==> src/rtl/snooper_pkg.sv <==
// Shared types for the snooper capture path: FSM state encoding, trace record
// and a PC extraction helper.
package snooper_pkg;

  typedef enum logic [2:0] {
    CS_IDLE   = 3'd0,
    CS_ARMED  = 3'd1,
    CS_ACTIVE = 3'd2,
    CS_DRAIN  = 3'd3,
    CS_DONE   = 3'd4
  } capture_state_e;

  typedef struct packed {
    logic [1:0]  priv;
    logic [31:0] pc_src_h;
    logic [31:0] pc_src_l;
    logic [31:0] insn;
  } trace_t;

  function automatic logic [63:0] trace_pc(input trace_t t);
    return {t.pc_src_h, t.pc_src_l};
  endfunction

endpackage

==> src/rtl/snooper_trace_fifo.sv <==
// Registered trace_t FIFO with push/pop/flush. The head is read from storage,
// so a pushed entry is visible no earlier than the following cycle.
module snooper_trace_fifo
  import snooper_pkg::*;
#(
  parameter int Depth = 4,
  localparam int AW = $clog2(Depth)
) (
  input  logic         clk_i,
  input  logic         rst_ni,
  input  logic         flush_i,
  input  logic         push_i,
  input  trace_t       data_i,
  input  logic         pop_i,
  output logic         valid_o,
  output trace_t       data_o,
  output logic         full_o,
  output logic         empty_o,
  output logic [AW:0]  count_o
);

  trace_t        mem_q [Depth];
  logic [AW-1:0] wr_ptr_q, rd_ptr_q;
  logic [AW:0]   count_q;
  logic          push_en, pop_en;

  assign full_o  = (count_q == (AW+1)'(Depth));
  assign empty_o = (count_q == '0);
  assign count_o = count_q;
  assign valid_o = !empty_o;

  // A full FIFO still accepts a push when the head leaves in the same cycle.
  assign pop_en  = pop_i && !empty_o;
  assign push_en = push_i && (!full_o || pop_en);

  // Head forced to zero when empty so stale entries never leak after a flush.
  assign data_o  = empty_o ? '0 : mem_q[rd_ptr_q];

  genvar gi;
  generate
    for (gi = 0; gi < Depth; gi++) begin : g_mem
      always_ff @(posedge clk_i or negedge rst_ni) begin
        if (!rst_ni) begin
          mem_q[gi] <= '0;
        end else if (push_en && !flush_i && (wr_ptr_q == AW'(gi))) begin
          mem_q[gi] <= data_i;
        end
      end
    end
  endgenerate

  always_ff @(posedge clk_i or negedge rst_ni) begin
    if (!rst_ni) begin
      wr_ptr_q <= '0;
      rd_ptr_q <= '0;
      count_q  <= '0;
    end else if (flush_i) begin
      wr_ptr_q <= '0;
      rd_ptr_q <= '0;
      count_q  <= '0;
    end else begin
      if (push_en) wr_ptr_q <= wr_ptr_q + AW'(1);
      if (pop_en)  rd_ptr_q <= rd_ptr_q + AW'(1);
      case ({push_en, pop_en})
        2'b10:   count_q <= count_q + (AW+1)'(1);
        2'b01:   count_q <= count_q - (AW+1)'(1);
        default: count_q <= count_q;
      endcase
    end
  end

endmodule

==> src/rtl/snooper_capture_ctrl.sv <==
// Capture sequencer: arm, optional start-PC trigger, filtered capture into a
// FIFO, stop on limit/stop-PC/abort, drain and completion irq.
// Define SNOOPER_DROP_CNT_EN to implement the drop counter.
module snooper_capture_ctrl
  import snooper_pkg::*;
#(
  parameter int FifoDepth = 4,
  parameter int CntWidth  = 32
) (
  input  logic                clk_i,
  input  logic                rst_ni,
  input  logic                arm_i,
  input  logic                abort_i,
  input  logic                start_en_i,
  input  logic [63:0]         start_pc_i,
  input  logic                stop_en_i,
  input  logic [63:0]         stop_pc_i,
  input  logic [CntWidth-1:0] limit_i,
  input  logic                trace_valid_i,
  input  trace_t              trace_i,
  input  logic                filter_en_i,
  output logic                trace_valid_o,
  output trace_t              trace_o,
  input  logic                trace_ready_i,
  output logic [2:0]          state_o,
  output logic                busy_o,
  output logic                done_o,
  output logic                irq_o,
  output logic [CntWidth-1:0] sample_cnt_o,
  output logic [CntWidth-1:0] drop_cnt_o
);

  localparam int CW = $clog2(FifoDepth) + 1;

  capture_state_e      state_q, state_d;
  logic [CntWidth-1:0] sample_cnt_q, sample_cnt_d;
  logic [CntWidth-1:0] limit_q, limit_d;
  logic [CntWidth-1:0] sample_inc;
  logic                irq_q;

  logic                fifo_push, fifo_pop, fifo_flush;
  logic                fifo_full, fifo_empty;
  logic [CW-1:0]       fifo_count;

  logic [63:0]         pc;
  logic                room, qualified, start_hit, stop_hit, capture;
  logic                drop_ev, clr_cnt;

  assign pc         = trace_pc(trace_i);
  assign fifo_pop   = trace_valid_o & trace_ready_i;
  assign room       = !fifo_full || fifo_pop;
  assign qualified  = trace_valid_i && filter_en_i;
  assign start_hit  = trace_valid_i && (pc == start_pc_i);
  assign stop_hit   = stop_en_i && trace_valid_i && (pc == stop_pc_i);
  assign sample_inc = (sample_cnt_q == '1) ? sample_cnt_q : sample_cnt_q + CntWidth'(1);

  always_comb begin
    state_d      = state_q;
    sample_cnt_d = sample_cnt_q;
    limit_d      = limit_q;
    fifo_push    = 1'b0;
    fifo_flush   = 1'b0;
    drop_ev      = 1'b0;
    clr_cnt      = 1'b0;
    capture      = 1'b0;

    if (abort_i) begin
      state_d    = CS_IDLE;
      fifo_flush = 1'b1;
    end else begin
      case (state_q)
        CS_IDLE, CS_DONE: begin
          if (arm_i) begin
            clr_cnt      = 1'b1;
            sample_cnt_d = '0;
            limit_d      = limit_i;
            fifo_flush   = 1'b1;
            state_d      = start_en_i ? CS_ARMED : CS_ACTIVE;
          end
        end
        CS_ARMED:  capture = start_hit;
        CS_ACTIVE: capture = 1'b1;
        CS_DRAIN: begin
          if (fifo_empty || (fifo_pop && (fifo_count == CW'(1)))) begin
            state_d = CS_DONE;
          end
        end
        default: state_d = CS_IDLE;
      endcase

      // The start-trigger trace is handled exactly like an ACTIVE-state trace.
      if (capture) begin
        state_d = CS_ACTIVE;
        if (qualified) begin
          if (room) begin
            fifo_push    = 1'b1;
            sample_cnt_d = sample_inc;
            if ((limit_q != '0) && (sample_inc == limit_q)) begin
              state_d = CS_DRAIN;
            end
          end else begin
            drop_ev = 1'b1;
          end
        end
        if (stop_hit) begin
          state_d = CS_DRAIN;
        end
      end
    end
  end

  always_ff @(posedge clk_i or negedge rst_ni) begin
    if (!rst_ni) begin
      state_q      <= CS_IDLE;
      sample_cnt_q <= '0;
      limit_q      <= '0;
      irq_q        <= 1'b0;
    end else begin
      state_q      <= state_d;
      sample_cnt_q <= sample_cnt_d;
      limit_q      <= limit_d;
      irq_q        <= (state_q == CS_DRAIN) && (state_d == CS_DONE);
    end
  end

`ifdef SNOOPER_DROP_CNT_EN
  logic [CntWidth-1:0] drop_cnt_q, drop_cnt_d;

  always_comb begin
    drop_cnt_d = drop_cnt_q;
    if (clr_cnt) begin
      drop_cnt_d = '0;
    end else if (drop_ev && (drop_cnt_q != '1)) begin
      drop_cnt_d = drop_cnt_q + CntWidth'(1);
    end
  end

  always_ff @(posedge clk_i or negedge rst_ni) begin
    if (!rst_ni) begin
      drop_cnt_q <= '0;
    end else begin
      drop_cnt_q <= drop_cnt_d;
    end
  end

  assign drop_cnt_o = drop_cnt_q;
`else
  logic drop_unused;
  assign drop_unused = drop_ev ^ clr_cnt;
  assign drop_cnt_o  = '0;
`endif

  snooper_trace_fifo #(
    .Depth(FifoDepth)
  ) u_fifo (
    .clk_i   (clk_i),
    .rst_ni  (rst_ni),
    .flush_i (fifo_flush),
    .push_i  (fifo_push),
    .data_i  (trace_i),
    .pop_i   (fifo_pop),
    .valid_o (trace_valid_o),
    .data_o  (trace_o),
    .full_o  (fifo_full),
    .empty_o (fifo_empty),
    .count_o (fifo_count)
  );

  assign state_o      = state_q;
  assign busy_o       = (state_q == CS_ARMED) || (state_q == CS_ACTIVE) || (state_q == CS_DRAIN);
  assign done_o       = (state_q == CS_DONE);
  assign irq_o        = irq_q;
  assign sample_cnt_o = sample_cnt_q;

endmodule
==> config.mk <==
export PLATFORM = sky130hd
export DESIGN_NAME = snooper_capture_ctrl
export DESIGN_NICKNAME = d
export VERILOG_FILES = /design/src/rtl/snooper_pkg.sv /design/src/rtl/snooper_trace_fifo.sv /design/src/rtl/snooper_capture_ctrl.sv
export SDC_FILE = /design/constraint.sdc
export NUM_CORES = 1
export LEC_CHECK = 0
export ABC_CLOCK_PERIOD_IN_PS = 8140
export BUFFER_PORTS_ARGS = -buffer_cell sky130_fd_sc_hd__buf_4
export CAP_MARGIN = 10
export CORE_MARGIN = 1
export CORE_UTILIZATION = 53
export DETAILED_ROUTE_END_ITERATION = 10
export PLACE_DENSITY = 0.76
export RECOVER_POWER = 50
export SLEW_MARGIN = 20
export SYNTH_ARGS = -nofsm -noshare
export SYNTH_HDL_FRONTEND = slang
export SYNTH_SLANG_ARGS = --single-unit
==> constraint.sdc <==
create_clock -name clk_i -period 8.14 [get_ports clk_i]
set_clock_uncertainty 0.05 [all_clocks]
set_input_delay 0.407 -clock clk_i [delete_from_list [all_inputs] [get_ports clk_i]]
set_output_delay 0.407 -clock clk_i [all_outputs]
set_load 0.01 [all_outputs]
==> metrics <==
outcome complete, but fails checks; failing checks design-rule violations, max-capacitance violations, max-slew violations; nets ~2600; met1 usage a little over two fifths; Cell variety after synth 70; Buf/Inv on CP 3; number of buffers added on ports between 400 and 500; # IOs approximately 440; final setup violation count 0; Max-Cap Viols 7; Fin Setup TNS 0 ns; GR Util met3 6.723%; final antenna-violating net count 0; crit-path max FO 51; Place WS between 2 and 2.5 ns; crit-path leading delay family buffers and inverters; clock latency on the worst-skew pair roughly 0.58 ns; FP Rows a little under 80; gr usage total between 30% and 40%; CTS Buf Count 49; worst-path cell chain clkbuf_1, buf_6, mux4_2, and2_1, buf_4; first-pass GRT wire length roughly 110000 microns; CTS tree done; main area contributors after synthesis dfrtp_1 (48%), mux2_2 (16%), mux4_2 (9.1%); Die ar. between 0.04 and 0.05 sq mm; vias in the first global route around 18000; Synth Area in XOR/XNOR 5.509%; post_cts resized 0; layer with the highest usage met2; synthesized instance count ~1900; final hold violation count 0; Die Y roughly 220 microns; Post-synth ARST share between 90% and 100%; maximum VDD drop ~0.00017 V; slowest cell on the critical path clkbuf_1; Worst Hold Slack between 0.02 and 0.03 ns; drt pass-1 iters 10; highest clock rate approximately 160 MHz; CORE AREA 0.04528 sq mm; Final period util 75.92%; main combinational cell family by area after synthesis multiplexers; adder-cell share of the synthesized area less than 1%; CTS clock-pin slew for the worst setup and hold paths ~0.060 ns; Max Slew Vio Count 370; Yosys warning total 0; area leader, netlist dfrtp_1; DRC Markers 4; P per Cell Area between 200 and 250 mW/mm^2; final setup margin roughly 2 ns; RSZ-0062 raised after global routing false; total wire length just over 70000 microns; CP max stage delay around 2.3 ns; Hold WC Path Type in2reg; Initial Utilization 53.71%; worst slew pin tran 3.925 ns; DP HPWL between 50000 and 60000 microns; Syn Std Cell Area around 0.024 sq mm; Max-slew headroom -161.7%; global route total overflow 0; Pleak roughly 14 nW; Main synth FF type dfrtp_1; number of synthesized register bits ~470; EDFF count, synth 0; largest net degree at the start of global routing about 110; Synth Area in Compound Gates about 4.4%; clk buf depth 3; commonest non-fill, non-tap cell in the layout dfrtp_1; initial antenna violation count 7; leading cell types in the layout, fill and taps excluded dfrtp_1 (466), buf_4 (366), mux2_2 (342), xnor2_1 (102), mux4_2 (98); CP Launch Type flip-flop; Area growth, synth to finish 22.70%; Worst EP required about 7.7 ns; DR vias approximately 17000; Global Route met2 Usage about half; Synth Area in Simple Gates 8.760%; critical path endpoint category output pin; Worst Setup Path Type reg2out; Vias per Instance a little under 6; critical path data arrival time approximately 5.7 ns; share of the yosys chip area belonging to registers between 40% and 50%; layout cell share with drive strength beyond 1 approximately two fifths; H-tree depth 2; Avg WL per Cell 24.77 microns; syn_area_per_cell 12.97 sq um; global placement routability congestion 1.059; final instance area just under 0.03 sq mm; Area after DPL 0.02762 sq mm; share of the synthesized area in the top cell type just under 50%; chip width approximately 220 microns; first-iteration detailed-routing DRC count about 1200; CTS root buffer clkbuf_16; CTS Sinks 467; fin crit period ~6.2 ns; post-synthesis mux area share a little under 30%
[registers in the layout (all words and copies together) (netlist names)]
signal,cells
irq_o,1
limit_q,32
sample_cnt_o,32
state_o,3
u_fifo.count_o,3
u_fifo.mem_q,392
u_fifo.rd_ptr_q,2
u_fifo.wr_ptr_q,2
[metal layers]
| layer | part of all wire, % | wire length (microns) |
|---|---|---|
| met1 | 42 | 30750 |
| met2 | 47 | 34180 |
| met3 | 6.3 | 4585 |
| met4 | 4.1 | 2952 |
| met5 | 0 | 0 |
[path summary, 6_finish.rpt]
check                                   start                 to  slack (ns)  depth (start not counted)
min in group asynchronous              rst_ni  u_fifo.mem_q[256]        0.42                          2
setup / recovery           u_fifo.rd_ptr_q[0]        trace_o[77]        1.96                          5
setup reg to reg                   state_o[0]  u_fifo.mem_q[386]        3.24                          9
max in group asynchronous              rst_ni  u_fifo.mem_q[323]        3.05                          4
hold / removal                    limit_i[10]        limit_q[10]        0.03                          2
hold reg to reg             u_fifo.mem_q[109]  u_fifo.mem_q[109]        0.44                          1
[report_power, final]
part | switching, W | internal (W)
sequential | 0.000181 | 0.00254
combinational | 0.000501 | 0.000595
clock | 0.000954 | 0.00160
total | 0.00164 | 0.00474
[metrics by stage]
stage          utilization, %  cells  power, W
2_1_floorplan               -   1906  0.003366
3_3_place_gp            60.99   2777  0.003806
3_5_place_dp            60.99   2777  0.003844
4_1_cts                 66.23   2918  0.006434
5_1_grt                 65.89   2923  0.006625
6_report                65.90   2926  0.006378
[area by class of cell]
type | count | area [sq um]
flip-flops and latches | 467 | 11690
multi-input cells | 1243 | 11840
diodes | 6 | 15.01
inverters | 47 | 176.4
clock inverters | 25 | 422.9
fillers | 3399 | 15440
repair buffers | 472 | 3495
clock buffers | 66 | 1453
well taps | 600 | 750.7
[cell families after synthesis]
group	count (synthesis)
mux	530
flops	467
simple gates	372
buf+inv	196
xor+xnor	153
compound gates	147
fa+ha+maj	9
other cells	1
[synthesized netlist by cell type, types with 5 or more instances]
cell,instances
nor2b_1,12
nand2b_1,10
dfrtp_1,467
inv_1,47
nor3_1,32
buf_6,7
nor2_1,37
nor4_1,28
nand2_1,48
a21o_1,5
ha_1,9
and3_1,8
o22ai_1,9
o2bb2ai_1,17
mux2_1,80
o21ai_0,26
xnor2_1,102
xor2_1,51
nand3_1,25
a21oi_1,24
or4_1,8
mux2i_1,10
mux2_2,342
a31oi_1,7
buf_2,13
and2_1,105
clkbuf_1,84
buf_1,11
or3_1,7
buf_4,34
mux4_2,98
nand4_1,38
[timing repair]
action | in CTS | in global routing
hold buffers | 50 | 0
hold endpoints to repair | 178 | 0
buffers inserted | 0 | 0
No activity file was read; power rests on OpenSTA's default activity.
